**config.mk**
```make
export PLATFORM = sky130hd
export DESIGN_NAME = ama_riscv_mem_line_fill
export DESIGN_NICKNAME = d
export VERILOG_FILES = /design/src/rtl/ama_riscv_mem_line_fill.sv
export SDC_FILE = /design/constraint.sdc
export NUM_CORES = 1
export LEC_CHECK = 0
export BUFFER_PORTS_ARGS = -buffer_cell sky130_fd_sc_hd__buf_2
export CAP_MARGIN = 10
export CORE_AREA = 2 2 234 236
export CTS_CLUSTER_SIZE = 10
export DETAILED_ROUTE_END_ITERATION = 8
export DIE_AREA = 0 0 236 238
export MAX_ROUTING_LAYER = met4
export REMOVE_ABC_BUFFERS = 1
export SLEW_MARGIN = 30
export SYNTH_ARGS = -nofsm -noshare
export SYNTH_HDL_FRONTEND = slang
export SYNTH_SLANG_ARGS = --single-unit
```
**constraint.sdc**
```tcl
create_clock -name clk -period 2.1 [get_ports clk]
set_input_delay 0.21 -clock clk [delete_from_list [all_inputs] [get_ports clk]]
set_output_delay 0.21 -clock clk [all_outputs]
set_load 0.005 [all_outputs]
```
**src/rtl/ama_riscv_mem_line_fill.sv**
```systemverilog
// Miss handler between a cache controller and the line memory: optional victim writeback,
// then a single line read, returning the fill with a response timeout and protocol error flags.
module ama_riscv_mem_line_fill #(
  parameter int unsigned ADDR_W      = 16,
  parameter int unsigned DATA_W      = 128,
  parameter int unsigned TIMEOUT_CYC = 64
) (
  input  logic              clk,
  input  logic              rst,
  input  logic              miss_valid,
  output logic              miss_ready,
  input  logic [ADDR_W-1:0] miss_addr,
  input  logic              miss_dirty,
  input  logic [ADDR_W-1:0] evict_addr,
  input  logic [DATA_W-1:0] evict_data,
  output logic              fill_valid,
  output logic [ADDR_W-1:0] fill_addr,
  output logic [DATA_W-1:0] fill_data,
  output logic              mem_req_r_valid,
  input  logic              mem_req_r_ready,
  output logic [ADDR_W-1:0] mem_req_r_addr,
  output logic              mem_req_w_valid,
  input  logic              mem_req_w_ready,
  output logic [ADDR_W-1:0] mem_req_w_addr,
  output logic [DATA_W-1:0] mem_req_w_data,
  input  logic              mem_rsp_valid,
  input  logic [DATA_W-1:0] mem_rsp_data,
  output logic              err_timeout,
  output logic              err_stray
);

  localparam int unsigned CNT_W   = (TIMEOUT_CYC > 1) ? $clog2(TIMEOUT_CYC) : 1;
  localparam int unsigned TO_LAST = (TIMEOUT_CYC == 0) ? 0 : TIMEOUT_CYC - 1;

  typedef enum logic [1:0] {
    ST_IDLE = 2'd0,
    ST_WB   = 2'd1,
    ST_RD   = 2'd2,
    ST_WAIT = 2'd3
  } state_t;

  state_t             state_q, state_d;
  logic [ADDR_W-1:0]  maddr_q, maddr_d;
  logic [ADDR_W-1:0]  eaddr_q, eaddr_d;
  logic [DATA_W-1:0]  edata_q, edata_d;
  logic [CNT_W-1:0]   cnt_q, cnt_d;
  logic               fill_valid_q, fill_valid_d;
  logic [ADDR_W-1:0]  fill_addr_q, fill_addr_d;
  logic [DATA_W-1:0]  fill_data_q, fill_data_d;
  logic               r_valid_q, r_valid_d;
  logic               w_valid_q, w_valid_d;
  logic               err_to_q, err_to_d;
  logic               err_stray_q, err_stray_d;

  // Accept only when the whole miss can proceed; held low while reset is asserted.
  assign miss_ready = rst && (state_q == ST_IDLE) && mem_req_r_ready &&
                      (!miss_dirty || mem_req_w_ready);

  always_comb begin
    state_d      = state_q;
    maddr_d      = maddr_q;
    eaddr_d      = eaddr_q;
    edata_d      = edata_q;
    cnt_d        = cnt_q;
    fill_valid_d = 1'b0;
    fill_addr_d  = fill_addr_q;
    fill_data_d  = fill_data_q;
    err_to_d     = err_to_q;
    err_stray_d  = err_stray_q;

    if (mem_rsp_valid && (state_q != ST_WAIT)) begin
      err_stray_d = 1'b1;
    end

    case (state_q)
      ST_IDLE: begin
        if (miss_valid && miss_ready) begin
          maddr_d = miss_addr;
          eaddr_d = evict_addr;
          edata_d = evict_data;
          state_d = miss_dirty ? ST_WB : ST_RD;
        end
      end
      ST_WB: begin
        if (mem_req_w_ready) begin
          state_d = ST_RD;
        end
      end
      ST_RD: begin
        if (mem_req_r_ready) begin
          cnt_d   = '0;
          state_d = ST_WAIT;
        end
      end
      ST_WAIT: begin
        if (mem_rsp_valid) begin
          fill_valid_d = 1'b1;
          fill_addr_d  = maddr_q;
          fill_data_d  = mem_rsp_data;
          state_d      = ST_IDLE;
        end else if ((TIMEOUT_CYC != 0) && (cnt_q == CNT_W'(TO_LAST))) begin
          err_to_d = 1'b1;
          state_d  = ST_IDLE;
        end else if (TIMEOUT_CYC != 0) begin
          cnt_d = cnt_q + CNT_W'(1);
        end
      end
      default: begin
        state_d = ST_IDLE;
      end
    endcase

    // Request valids are registered copies of the next-state decode, so they never overlap.
    r_valid_d = (state_d == ST_RD);
    w_valid_d = (state_d == ST_WB);
  end

  always_ff @(posedge clk or negedge rst) begin
    if (!rst) begin
      state_q      <= ST_IDLE;
      maddr_q      <= '0;
      eaddr_q      <= '0;
      edata_q      <= '0;
      cnt_q        <= '0;
      fill_valid_q <= 1'b0;
      fill_addr_q  <= '0;
      fill_data_q  <= '0;
      r_valid_q    <= 1'b0;
      w_valid_q    <= 1'b0;
      err_to_q     <= 1'b0;
      err_stray_q  <= 1'b0;
    end else begin
      state_q      <= state_d;
      maddr_q      <= maddr_d;
      eaddr_q      <= eaddr_d;
      edata_q      <= edata_d;
      cnt_q        <= cnt_d;
      fill_valid_q <= fill_valid_d;
      fill_addr_q  <= fill_addr_d;
      fill_data_q  <= fill_data_d;
      r_valid_q    <= r_valid_d;
      w_valid_q    <= w_valid_d;
      err_to_q     <= err_to_d;
      err_stray_q  <= err_stray_d;
    end
  end

  assign fill_valid      = fill_valid_q;
  assign fill_addr       = fill_addr_q;
  assign fill_data       = fill_data_q;
  assign mem_req_r_valid = r_valid_q;
  assign mem_req_r_addr  = maddr_q;
  assign mem_req_w_valid = w_valid_q;
  assign mem_req_w_addr  = eaddr_q;
  assign mem_req_w_data  = edata_q;
  assign err_timeout     = err_to_q;
  assign err_stray       = err_stray_q;

endmodule

```
Yosys cells after proc, flatten, opt, wreduce, memory -nomap -nowiden

Cells that the tools add are included.

Word-level logic and storage cells: 50
Output and inout port bits: 310
Bits in registers: 317

Reductions and logical operators: 13
Bitwise logic cells: 1
Equality and inequality tests: 10
Add/sub/neg operators: 1
Muxes and demuxes: 13

Operator list:

| operator                                                               | count |
|---|---|
| 6-bit two-way mux                                                      | 3 |
| 2-bit two-way mux                                                      | 6 |
| 6-bit case mux with 2 select lines                                     | 1 |
| 2-bit != test (second input constant)                                  | 4 |
| 2-bit case mux with 4 select lines                                     | 1 |
| 6-bit by 1-bit adder with 6-bit output (second input constant)         | 1 |
| 2-bit equality test (second input constant)                            | 3 |
| 6-bit equality test (second input constant)                            | 1 |
| 1-bit logical AND                                                      | 5 |
| 2-bit by 1-bit equality test with 1-bit output (second input constant) | 2 |
| 2-bit AND reduction                                                    | 2 |
| 4-bit AND reduction                                                    | 1 |
| 3-bit AND reduction                                                    | 1 |
| 2-bit zero test                                                        | 1 |
| 1-bit two-way mux                                                      | 2 |
| 2-bit nonzero test                                                     | 1 |
| 1-bit zero test                                                        | 1 |
| 1-bit logical OR                                                       | 1 |
| 1-bit NOT                                                              | 1 |

Logic depth before layout (Yosys ltp)

Depth after elaboration: 8
Gate-level depth with buffers: 7

Worst setup path before layout

Ideal clock, no wire load.

Path kind: reg2reg
Start point: reg state_q[1]
End point: reg edata_q[100] (netlist: mem_req_w_data[100])
Required time: 1975 ps
Arrival time: 1498 ps
Cell stages (with the launch flop): 8
Path slack: 477 ps
Cells stage by stage: dfrtp_1 > buf_4 > nor2_2 > o2111a_2 > nand2_2 > buf_6 > buf_6 > mux2_4

Word-level cells in the longest chain between the ends: 6

RTL lines:

| element                        | line | source |
|---|---|---|
| start, declared                | 42   | `state_t state_q, state_d;` |
| start signal, assigned         | 133  | `state_q <= state_d;` |
| 2-bit zero test                | 56   | `assign miss_ready = rst && (state_q == ST_IDLE) && mem_req_r_ready &&` |
| 1-bit logical AND (3 in a row) | 56   |  |
| net miss_ready                 | 11   | `output logic miss_ready,` |
| 1-bit logical AND              | 77   | `if (miss_valid && miss_ready) begin` |
| 2-bit AND reduction (no line)  | n/a  |  |
| end signal, assigned           | 136  | `edata_q <= edata_d;` |
| end, declared                  | 45   | `logic [DATA_W-1:0] edata_q, edata_d;` |

The timed path passes the listed nets, and every way through them passes these cells.
A chain may end at the register's enable or synchronous reset.

Worst setup path after layout

Start point: reg state_q[1]
End point: reg edata_q[115] (netlist: mem_req_w_data[115])

Word-level cells in the longest chain between the ends: 6

RTL lines:

| element                           | line |
|---|---|
| 2-bit zero test (*)               | 56, 75 |
| 1-bit logical AND (3 in a row)    | 56 |
| 1-bit logical AND                 | 77 |
| 2-bit AND reduction (no line) (*) | n/a |

Mark *: on every way between the ends. The rest lies on a longest branch, timed or not.

==> impl_summary.log <==
[metrics] class of the most critical hold timing path: input pin to flip-flop
[metrics] number of buffers inserted by hold repair at cts: 291
[metrics] CP required: 2510 ps
[metrics] type of the worst setup path: flip-flop to flip-flop
[metrics] logic gate share of total power: 34.7%
[metrics] post-layout minimum cycle time: 1780 ps
[metrics] Internal Dissipation: 18400 µW
[metrics] sequential group share of total power: 42.0%
[metrics] initial standard-cell utilization of the core: 23.0%
[metrics] crit-path cells: nor2_2 > o2111a_2 > nand2_8 > buf_4 > mux2_2
[metrics] net switching component of the power: 7680 µW
[metrics] placeable core region: 53500 µm²
[metrics] Horiz. Die Dim: 236 µm
[metrics] number of cells produced by synthesis: 701
[metrics] final hold violations: 0
[metrics] part of the total power dissipated in the clock network: 23.3%
[metrics] portion of the post-synthesis area used by sequential elements: 64.5%
[metrics] standard cell area after detailed placement: 16200 µm²
[metrics] setup skew after layout: 9.04 ps
[metrics] share of layout cells above drive strength 1: 60.0%
[metrics] Achievable Freq: 562 MHz
[metrics] number of ports placed on the die boundary: 605
[metrics] number of distinct library cell variants in the gate-level netlist after synthesis: 28
[metrics] crit end category: flip-flop
[metrics] final-stage net count: 1920
[metrics] static power due to leakage: 0.0101 µW
[metrics] Power per Cell Area: 1290 nW/µm²
[metrics] post_cts resized: 0
[metrics] critical path startpoint category: flip-flop
[metrics] Non-Filler Cell Area, Final: 20200 µm²
[metrics] clock-pin slew of the registers on the worst-case setup and hold paths: 50 ps
[metrics] max-slew violation count: 0
[metrics] outcome: finished clean
[metrics] FP Rows: 85
[metrics] VDD IR max: 0.867 mV
[metrics] cell type of the slowest stage on the worst timing path: dfrtp_1
[metrics] unrepaired setup endpoints after global routing: no
[metrics] Num CTS Buffers: 39
[metrics] post-CTS repair timing setup buffer count: 0
[metrics] wire length of the first global-routing pass: 59200 µm
[metrics] final count of negative-setup-slack endpoints: 0
[metrics] Bufs on Longest Clock Path: 3
[metrics] number of DRC markers after the initial detailed-route iteration: 273
[metrics] port buffer count: 604
[metrics] Via Count: 9408
[metrics] count of antenna-violating nets left after detailed routing: 0
[metrics] number of inserted filler cells in the final layout: 4968
[metrics] slew at the pin with the worst max-slew slack: 739 ps
[metrics] TritonCTS clock tree: yes
[metrics] Overall Global Routing Usage: 13.8%
[metrics] max-capacitance violation count: 0
[metrics] Seq cells post-synth: 317
[metrics] number of global-route vias before repair: 10600
[metrics] placer's final routability congestion estimate: 0.801
[metrics] worst hold-check slack: 78.4 ps
[metrics] total number of clock tree sinks: 317
[metrics] share of the cycle needed by the critical path after routing: 84.8%
[metrics] Post-Synthesis Cell Area: 12300 µm²
[metrics] pin count of the biggest net entering global routing: 128
[metrics] die area: 56200 µm²
[metrics] relative max-transition margin: 50.8%
[metrics] total number of yosys warnings: 0
[metrics] data arrival at the endpoint of the critical path: 2190 ps
[metrics] Die Y-Extent: 238 µm
[metrics] number of iterations in the first detailed-routing pass: 4
[metrics] per-cell routed wire length: 16.6 µm
[metrics] Crit Path Max Fanout: 19
[metrics] clock insertion delay at the later pin of the skew report: 530 ps
[metrics] DP HPWL: 26200 µm
[metrics] share of total power consumed by net switching: 29.4%
[metrics] H-Tree Level Count: 2
[metrics] relative area change from synthesis to final layout: 64.5%
[metrics] Synth Area per Inst: 17.5 µm²
[metrics] largest stage delay on the critical path: 470 ps
[metrics] GRT overflow: 0
[metrics] routed wire length: 38600 µm
[metrics] number of vias per cell: 4.03
[metrics] remaining design rule violation count: 0
[metrics] number of antenna violations at the first check in global routing: 2
[metrics] cell chosen for the clock root: clkbuf_16
-- kinds of logic (layout without fill, tap and decap cells) --
logic type | Yosys count | in the layout | share of synthesized area (%)
buffers and inverters | 37 | 972 | 2.31
adders and majority gates | 1 | 1 | 0.102
AOI/OAI and AO/OA | 15 | 15 | 0.936
muxes | 305 | 305 | 31.0
other | 0 | 1 | 0
and+or+nand+nor | 26 | 26 | 1.13
DFF | 317 | 317 | 64.5
-- cell type report --
type / instances / area [µm²] / area share (%)
sequential: 317 / 7930 / 39.2
timing repair buffer: 915 / 6180 / 30.6
multi-input combinational: 347 / 4090 / 20.2
clock buffer: 51 / 1110 / 5.51
tap: 696 / 871 / 4.31
inverter: 4 / 17.5 / 0.0866
clock inverter: 2 / 12.5 / 0.0619
antenna: 1 / 2.50 / 0.0124
-- power by group through the flow --
stage               Sequential (µW)  Combinational [µW]  Clock (µW)
floorplan                     11000                4060           0
global placement              10900                8470           0
detailed placement            10900                8690           0
CTS                           10900                9110        6330
global route                  11300                9760        6570
finish                        11000                9050        6100
-- path summary, 6_finish.rpt --
path / to / cells after the start / from / slack (ps)
max: mem_req_w_data[115] / 5 / state_q[1] / 320
min: state_q[1] / 3 / mem_req_w_ready / 80
max reg2reg: mem_req_w_data[115] / 5 / state_q[1] / 320
min reg2reg: err_timeout / 2 / err_timeout / 470
max in group asynchronous: fill_data[46] / 4 / rst / 710
min in group asynchronous: mem_req_r_valid / 3 / rst / 320
-- Yosys cell counts (all sizes together) --
library cell,count,share of area [%]
mux2i,1,0.081
nand3b,1,0.061
nor3,2,0.081
ha,1,0.10
o2111ai,1,0.071
o211ai,3,0.18
nand2,9,0.30
o21ai,3,0.12
nor2,1,0.051
inv,4,0.12
nand4,1,0.051
o21bai,1,0.092
o31ai,3,0.18
o211a,1,0.081
nand3,6,0.28
buf,33,2.2
nand2b,1,0.051
nor2b,5,0.25
o2111a,1,0.10
a21o,1,0.061
mux2,304,31
a21oi,1,0.041
dfrtp,317,65
-- registers in the layout (all words and copies together) (netlist names) --
register and count:
err_stray 1, fill_data 128, fill_addr 16, err_timeout 1
fill_valid 1, mem_req_w_valid 1, mem_req_w_addr 16, state_q 2
mem_req_w_data 128, mem_req_r_valid 1, cnt_q 6, mem_req_r_addr 16
-- stage by stage --
stage	utilization [%]	worst slack (ps)	TNS (ps)	instances	power, µW
2_1_floorplan	-	-1810	-524680	668	15000
3_3_place_gp	30.2	323	0	1988	19400
3_5_place_dp	30.2	296	0	1988	19600
4_1_cts	37.8	265	0	2332	26400
5_1_grt	37.8	200	0	2333	27600
6_report	37.8	319	0	2333	26100
-- per-layer routing --
layer | vias up | share of wire (%) | GRT usage [%]
met2 | 464 | 49 | 23.4
met5 | - | 0 | -
met4 | 0 | 3.7 | 5.62
met3 | 81 | 8.0 | 4.03
met1 | 4549 | 39 | 15.3
li1 | 4314 | - | -
-- worst max-delay path, delay by kind of cell (launching register included) --
kind / cells / cell delay, ps
AOI/OAI and AO/OA: 1 / 200
buffers and inverters: 1 / 320
DFF: 1 / 470
muxes: 1 / 380
and+or+nand+nor: 2 / 290
-- layout by cell type (no fill, tap or decap), drive strengths merged, types with 2 or more instances in the layout --
master	instances
dlygate4sd3	291
o31ai	3
clkbuf	51
mux2	304
buf	624
o211ai	3
nor3	2
inv	4
nand2	9
nand3	6
dfrtp	317
o21ai	3
nor2b	5
Note: power is estimated with default switching activity, not from simulation.
